$ cat src/rtl/mcp3008_emu.sv
// SPI responder that behaves like an MCP3008 10-bit ADC.
// It returns per-channel values from chan_data, in single-ended or differential mode.
module mcp3008_emu #(
  parameter int SYNC_STAGES = 2
) (
  input  logic            CLK50,
  input  logic            reset_n,
  input  logic            sclk,
  input  logic            cs_n,
  input  logic            mosi,
  input  logic [7:0][9:0] chan_data,
  output logic            miso,
  output logic            miso_oe,
  output logic [2:0]      conv_chan,
  output logic            conv_sgl,
  output logic            conv_valid,
  output logic            frame_err
);

  localparam int SS = (SYNC_STAGES < 2) ? 2 : SYNC_STAGES;

  typedef enum logic [2:0] {
    IDLE       = 3'd0,
    WAIT_START = 3'd1,
    CMD        = 3'd2,
    SAMPLE     = 3'd3,
    DATA       = 3'd4,
    DONE       = 3'd5
  } state_t;

  state_t      state_r, state_n;
  logic [SS-1:0] sclk_sync_r, cs_sync_r, mosi_sync_r;
  logic        sclk_d_r, cs_d_r;
  logic [SS:0] ready_r;
  logic [3:0]  cnt_r, cnt_n;
  logic [2:0]  cmd_r, cmd_n;
  logic [9:0]  result_r, result_n;
  logic        rise_seen_r, rise_seen_n;
  logic        miso_n, oe_n, sgl_n, valid_n, err_n;
  logic [2:0]  chan_n;

  logic        sclk_s, cs_s, mosi_s, ready_s;
  logic        sclk_rise_s, sclk_fall_s, cs_rise_s, cs_fall_s;
  logic [3:0]  cmd_full_s;
  logic [10:0] diff_s;
  logic [9:0]  conv_res_s;

  assign sclk_s  = sclk_sync_r[SS-1];
  assign cs_s    = cs_sync_r[SS-1];
  assign mosi_s  = mosi_sync_r[SS-1];
  // Edges are trusted only once the synchronizers hold real pin samples after reset,
  // so a cs_n held low across reset release is never mistaken for a fresh frame.
  assign ready_s     = ready_r[SS];
  assign sclk_rise_s = ready_s & sclk_s & ~sclk_d_r;
  assign sclk_fall_s = ready_s & ~sclk_s & sclk_d_r;
  assign cs_rise_s   = ready_s & cs_s & ~cs_d_r;
  assign cs_fall_s   = ready_s & ~cs_s & cs_d_r;

  assign cmd_full_s = {cmd_r, mosi_s};
  assign diff_s = {1'b0, chan_data[cmd_full_s[2:0]]} - {1'b0, chan_data[cmd_full_s[2:0] ^ 3'b001]};

  // Conversion result for the command completing on this rise
  always_comb begin
    conv_res_s = 10'd0;
    if (cmd_full_s[3]) begin
      conv_res_s = chan_data[cmd_full_s[2:0]];
    end else if (diff_s[10] || (diff_s == 11'd0)) begin
      conv_res_s = 10'd0;
    end else begin
      conv_res_s = diff_s[9:0];
    end
  end

  // Frame sequencing: next state and next register values
  always_comb begin
    state_n     = state_r;
    cnt_n       = cnt_r;
    cmd_n       = cmd_r;
    result_n    = result_r;
    rise_seen_n = rise_seen_r;
    miso_n      = miso;
    oe_n        = miso_oe;
    chan_n      = conv_chan;
    sgl_n       = conv_sgl;
    valid_n     = 1'b0;
    err_n       = 1'b0;
    if (cs_rise_s) begin
      state_n = IDLE;
      miso_n  = 1'b0;
      oe_n    = 1'b0;
      err_n   = (state_r == CMD) || (state_r == SAMPLE) || (state_r == DATA);
    end else begin
      case (state_r)
        IDLE: begin
          if (cs_fall_s) state_n = WAIT_START;
          else           state_n = IDLE;
        end
        WAIT_START: begin
          if (sclk_rise_s && mosi_s) begin
            state_n = CMD;
            cnt_n   = 4'd0;
          end else begin
            state_n = WAIT_START;
          end
        end
        CMD: begin
          if (sclk_rise_s) begin
            if (cnt_r == 4'd3) begin
              state_n     = SAMPLE;
              chan_n      = cmd_full_s[2:0];
              sgl_n       = cmd_full_s[3];
              valid_n     = 1'b1;
              result_n    = conv_res_s;
              rise_seen_n = 1'b0;
            end else begin
              cmd_n = cmd_full_s[2:0];
              cnt_n = cnt_r + 4'd1;
            end
          end else begin
            state_n = CMD;
          end
        end
        SAMPLE: begin
          if (sclk_rise_s) begin
            rise_seen_n = 1'b1;
          end else if (sclk_fall_s && rise_seen_r) begin
            state_n = DATA;
            miso_n  = 1'b0;
            oe_n    = 1'b1;
            cnt_n   = 4'd0;
          end else begin
            state_n = SAMPLE;
          end
        end
        DATA: begin
          if (sclk_fall_s) begin
            miso_n = result_r[4'd9 - cnt_r];
            oe_n   = 1'b1;
            if (cnt_r == 4'd9) state_n = DONE;
            else               cnt_n   = cnt_r + 4'd1;
          end else begin
            state_n = DATA;
          end
        end
        DONE: begin
          if (sclk_fall_s) begin
            miso_n = 1'b0;
            oe_n   = 1'b1;
          end else begin
            state_n = DONE;
          end
        end
        default: begin
          state_n = IDLE;
          miso_n  = 1'b0;
          oe_n    = 1'b0;
        end
      endcase
    end
  end

  // Synchronizers, edge-detect history and all registered state/outputs
  always_ff @(posedge CLK50 or negedge reset_n) begin
    if (!reset_n) begin
      sclk_sync_r <= {SS{1'b0}};
      cs_sync_r   <= {SS{1'b1}};
      mosi_sync_r <= {SS{1'b0}};
      sclk_d_r    <= 1'b0;
      cs_d_r      <= 1'b1;
      ready_r     <= {(SS+1){1'b0}};
      state_r     <= IDLE;
      cnt_r       <= 4'd0;
      cmd_r       <= 3'd0;
      result_r    <= 10'd0;
      rise_seen_r <= 1'b0;
      miso        <= 1'b0;
      miso_oe     <= 1'b0;
      conv_chan   <= 3'd0;
      conv_sgl    <= 1'b0;
      conv_valid  <= 1'b0;
      frame_err   <= 1'b0;
    end else begin
      sclk_sync_r <= {sclk_sync_r[SS-2:0], sclk};
      cs_sync_r   <= {cs_sync_r[SS-2:0], cs_n};
      mosi_sync_r <= {mosi_sync_r[SS-2:0], mosi};
      sclk_d_r    <= sclk_s;
      cs_d_r      <= cs_s;
      ready_r     <= {ready_r[SS-1:0], 1'b1};
      state_r     <= state_n;
      cnt_r       <= cnt_n;
      cmd_r       <= cmd_n;
      result_r    <= result_n;
      rise_seen_r <= rise_seen_n;
      miso        <= miso_n;
      miso_oe     <= oe_n;
      conv_chan   <= chan_n;
      conv_sgl    <= sgl_n;
      conv_valid  <= valid_n;
      frame_err   <= err_n;
    end
  end

endmodule

$ cat config.mk
export PLATFORM = sky130hd
export DESIGN_NAME = mcp3008_emu
export DESIGN_NICKNAME = d
export VERILOG_FILES = /design/src/rtl/mcp3008_emu.sv
export SDC_FILE = /design/constraint.sdc
export NUM_CORES = 1
export LEC_CHECK = 0
export CORE_MARGIN = 4
export CORE_UTILIZATION = 30
export CTS_CLUSTER_DIAMETER = 40
export DETAILED_ROUTE_END_ITERATION = 8
export PLACE_DENSITY = 0.59
export SKIP_CTS_REPAIR_TIMING = 1
export SYNTH_ARGS = -nofsm -noshare
export SYNTH_HDL_FRONTEND = slang
export SYNTH_SLANG_ARGS = --single-unit
$ cat constraint.sdc
create_clock -name CLK50 -period 2.99 [get_ports CLK50]
set_clock_uncertainty 0.1 [all_clocks]
set_input_delay 0.598 -clock CLK50 [delete_from_list [all_inputs] [get_ports CLK50]]
set_output_delay 0.598 -clock CLK50 [all_outputs]
set_load 0.02 [all_outputs]
==> results by group <==
Layout
  – Ant. Diodes: 0
  – Most frequent cells in the layout: clkdlybuf4s50_1, dfrtp_1, buf_4
  – Final core occ: 47.9%
  – Most common cell after layout, fill and taps aside: clkdlybuf4s50_1
  – Layout cells sized above 1: 28.1%
  – Area Overhead vs Synth: 54.1%
  – Nets: 482
  – Finished Cell Area: 4470 sq um

Global routing
  – Largest net degree at the start of global routing: 41
  – Global routing's busiest layer: met2
  – Total track usage: 12.2%
  – Global-route wire length before repair: 11400 um
  – Met2 Use GR: a little over a fifth
  – M1 GR Usage: between 10% and 20%
  – Grt total ovfl: 0
  – Vias in the first global route: 2463
  – GR Layer Usage met3: 1.82%
  – Initial antenna violation count: 0

Setup path
  – Crit. End Element: register
  – Req. time, crit path: 3.07 ns
  – FF-to-FF path depth: 12
  – CP Launch Point: chan_data[64]
  – Worst reg2reg setup slack: -0.19 ns
  – CP startpoint kind: input pin
  – Crit path DAT: 3.29 ns
  – Crit-path max FO: 5
  – R2R Path End: result_r[0]
  – Worst R2R Start: cmd_r[0]
  – Setup CP Type: in2reg

Synthesis
  – Main flop type after synthesis: dfrtp_1
  – Asr flop ratio synth: 100%
  – Syn_nets: 355
  – EDFF count, synth: 0
  – Synth warnings: 0
  – Synth area leader: dfrtp_1
  – Library cells used by synthesis: 56
  – Avg Synthesized Cell Area: 11.3 sq um
  – Share of the synthesized area in the top cell type: 32.0%
  – Sequential area share after synthesis: between 30% and 40%
  – Register bit total from synthesis: 40
  – Post-Syn Instances: 256
  – Ranking of synthesized cells by area: dfrtp_1, mux4_2, ha_1, mux2_2, mux2i_1
  – Post-synthesis cell area: just under 3000 sq um

Clocking
  – Clock Sinks: 40
  – CTS Buffer Depth: 2
  – Clk_lat worst skew: slightly below 0.3 ns
  – Clock transition at the registers of the reported paths: approximately 0.080 ns
  – CTS root buf: clkbuf_8
  – Num CTS Buffers: 5
  – CTS H-tree lvls: 2
  – CTS tree: built

STA
  – Fin worst setup slack: -0.226 ns
  – Final-report max-slew violation count: 0
  – Unrepaired setup endpoints after global routing: true
  – Fmax: 311 MHz
  – Number of failing hold endpoints at the final stage: 0
  – Hold_ws: between 0.2 and 0.3 ns
  – Finish-stage setup viols: 10
  – Fin Setup TNS: -1.28 ns
  – Min Tclk post-route: between 3 and 4 ns
  – Headroom to the max-slew limit: 42.4%
  – Slew @ Worst Pin: 0.864 ns
  – Final worst-path cycle share: 108%

Flow run
  – Max Cap Viol: 0

Floorplanning
  – Site Rows: 35
  – Starting Density: 31.1%
  – Die area: between 10000 and 15000 sq um
  – DIE HEIGHT: 106 um
  – Core area: roughly 9300 sq um
  – Die width: 106 um
  – Ports: 93

Routing
  – DRC errors left: 0
  – Drt pass-1 iters: 4
  – Detailed Route WL: 6900 um
  – Initial DRC count: 92
  – Via/cell ratio: 4.85
  – Final ANT Viol Nets: 0
  – Via count of the routed design: between 2000 and 2500
  – DR WL/cell: between 10 and 15 um

Run status
  – Outcome: complete, but fails checks
  – Failing checks: setup timing

Place
  – Final HPWL DP: 5560 um
  – Placed cell areas: around 4200 sq um
  – Final Wtd Congestion: between 0.8 and 0.9
  – Port bufs: between 90 and 100

Min path
  – WHS Path Cells: 0
  – Worst Hold End: sclk_sync_r[1]
  – HP Start: sclk_sync_r[0]
  – Hold Crit Class: reg2reg

Power and ir drop
  – Power density cells: 515 nW/um^2
  – Overall power: about 2.3 mW
  – Leak Pwr: roughly 1.9 nW
  – Peak VDD IR: 0.193 mV
-- report_power, final --
| group | switching, mW | internal [mW] |
|---|---|---|
| clock network | 0.186 | 0.247 |
| logic | 0.510 | 0.743 |
| registers | 0.0462 | 0.570 |
| total | 0.742 | 1.56 |
-- flip-flops by register name, summed over array words and instances, names as in the netlist, 2 cells and up --
register     count
mosi_sync_r      2
result_r        10
conv_chan        3
cs_sync_r        2
ready_r          3
state_r          3
sclk_sync_r      2
cmd_r            3
cnt_r            4
-- routing by layer --
layer	up-vias	wire, um
li1	1239	-
met5	-	0
met4	0	88
met2	58	3460
met1	1182	3050
met3	7	298
-- worst max-delay path by stage --
stage	depth (start not counted)	slack, ns	end
2_1_floorplan	12	-0.06	result_r[3]
3_3_place_gp	11	-0.56	result_r[3]
3_5_place_dp	11	-0.64	result_r[3]
4_1_cts	11	-0.33	result_r[3]
5_1_grt	11	-0.32	result_r[3]
6_report	11	-0.23	result_r[0]
-- cell usage after synthesis, types with 3 or more instances --
| library cell | number |
|---|---|
| o21ai_1 | 11 |
| mux2_2 | 14 |
| mux2i_1 | 11 |
| a22oi_1 | 11 |
| xnor2_1 | 6 |
| buf_2 | 3 |
| nor3_1 | 6 |
| mux4_2 | 22 |
| buf_1 | 4 |
| a21oi_1 | 6 |
| dfstp_2 | 3 |
| a21o_1 | 4 |
| o21ai_0 | 9 |
| inv_1 | 10 |
| nor2b_1 | 3 |
| nand2b_1 | 5 |
| nor2_1 | 10 |
| dfrtp_1 | 37 |
| ha_1 | 13 |
| nand2_1 | 20 |
-- critical path, cell delays in order --
cell and delay, ns:
clkdlybuf4s50_1 0.39, mux4_2 0.47, mux2_2 0.31, ha_4 0.25, a21o_1 0.15, a21oi_1 0.24
a21oi_2 0.09, o31a_1 0.32, o211ai_4 0.27, buf_4 0.16, o21ai_1 0.05
-- per-stage QoR --
stage	worst slack, ns	cells
after floorplan	-0.0572	256
after global placement	-0.563	493
after detailed placement	-0.636	493
after CTS	-0.330	501
after global routing	-0.323	513
final	-0.226	513
-- cell type report --
class | count | area [sq um]
tap | 129 | 161
timing repair buffer | 132 | 1280
inverter | 11 | 41.3
sequential | 40 | 1000
clock buffer | 5 | 68.8
clock inverter | 3 | 42.5
fill | 854 | 4860
multi-input combinational | 193 | 1870
-- cells by family (layout without fill, tap and decap cells) --
| kind of cell | count (synthesis) | after routing | synth area share, % |
|---|---|---|---|
| compound gates | 62 | 63 | 15.0 |
| xor+xnor | 7 | 7 | 2.12 |
| fa+ha+maj | 14 | 14 | 6.30 |
| buf+inv | 24 | 151 | 4.02 |
| flops | 40 | 40 | 34.7 |
| mux | 47 | 47 | 26.3 |
| other cells | 1 | 1 | 0.129 |
| simple gates | 61 | 61 | 11.4 |
(Power assumes the default switching activity.)
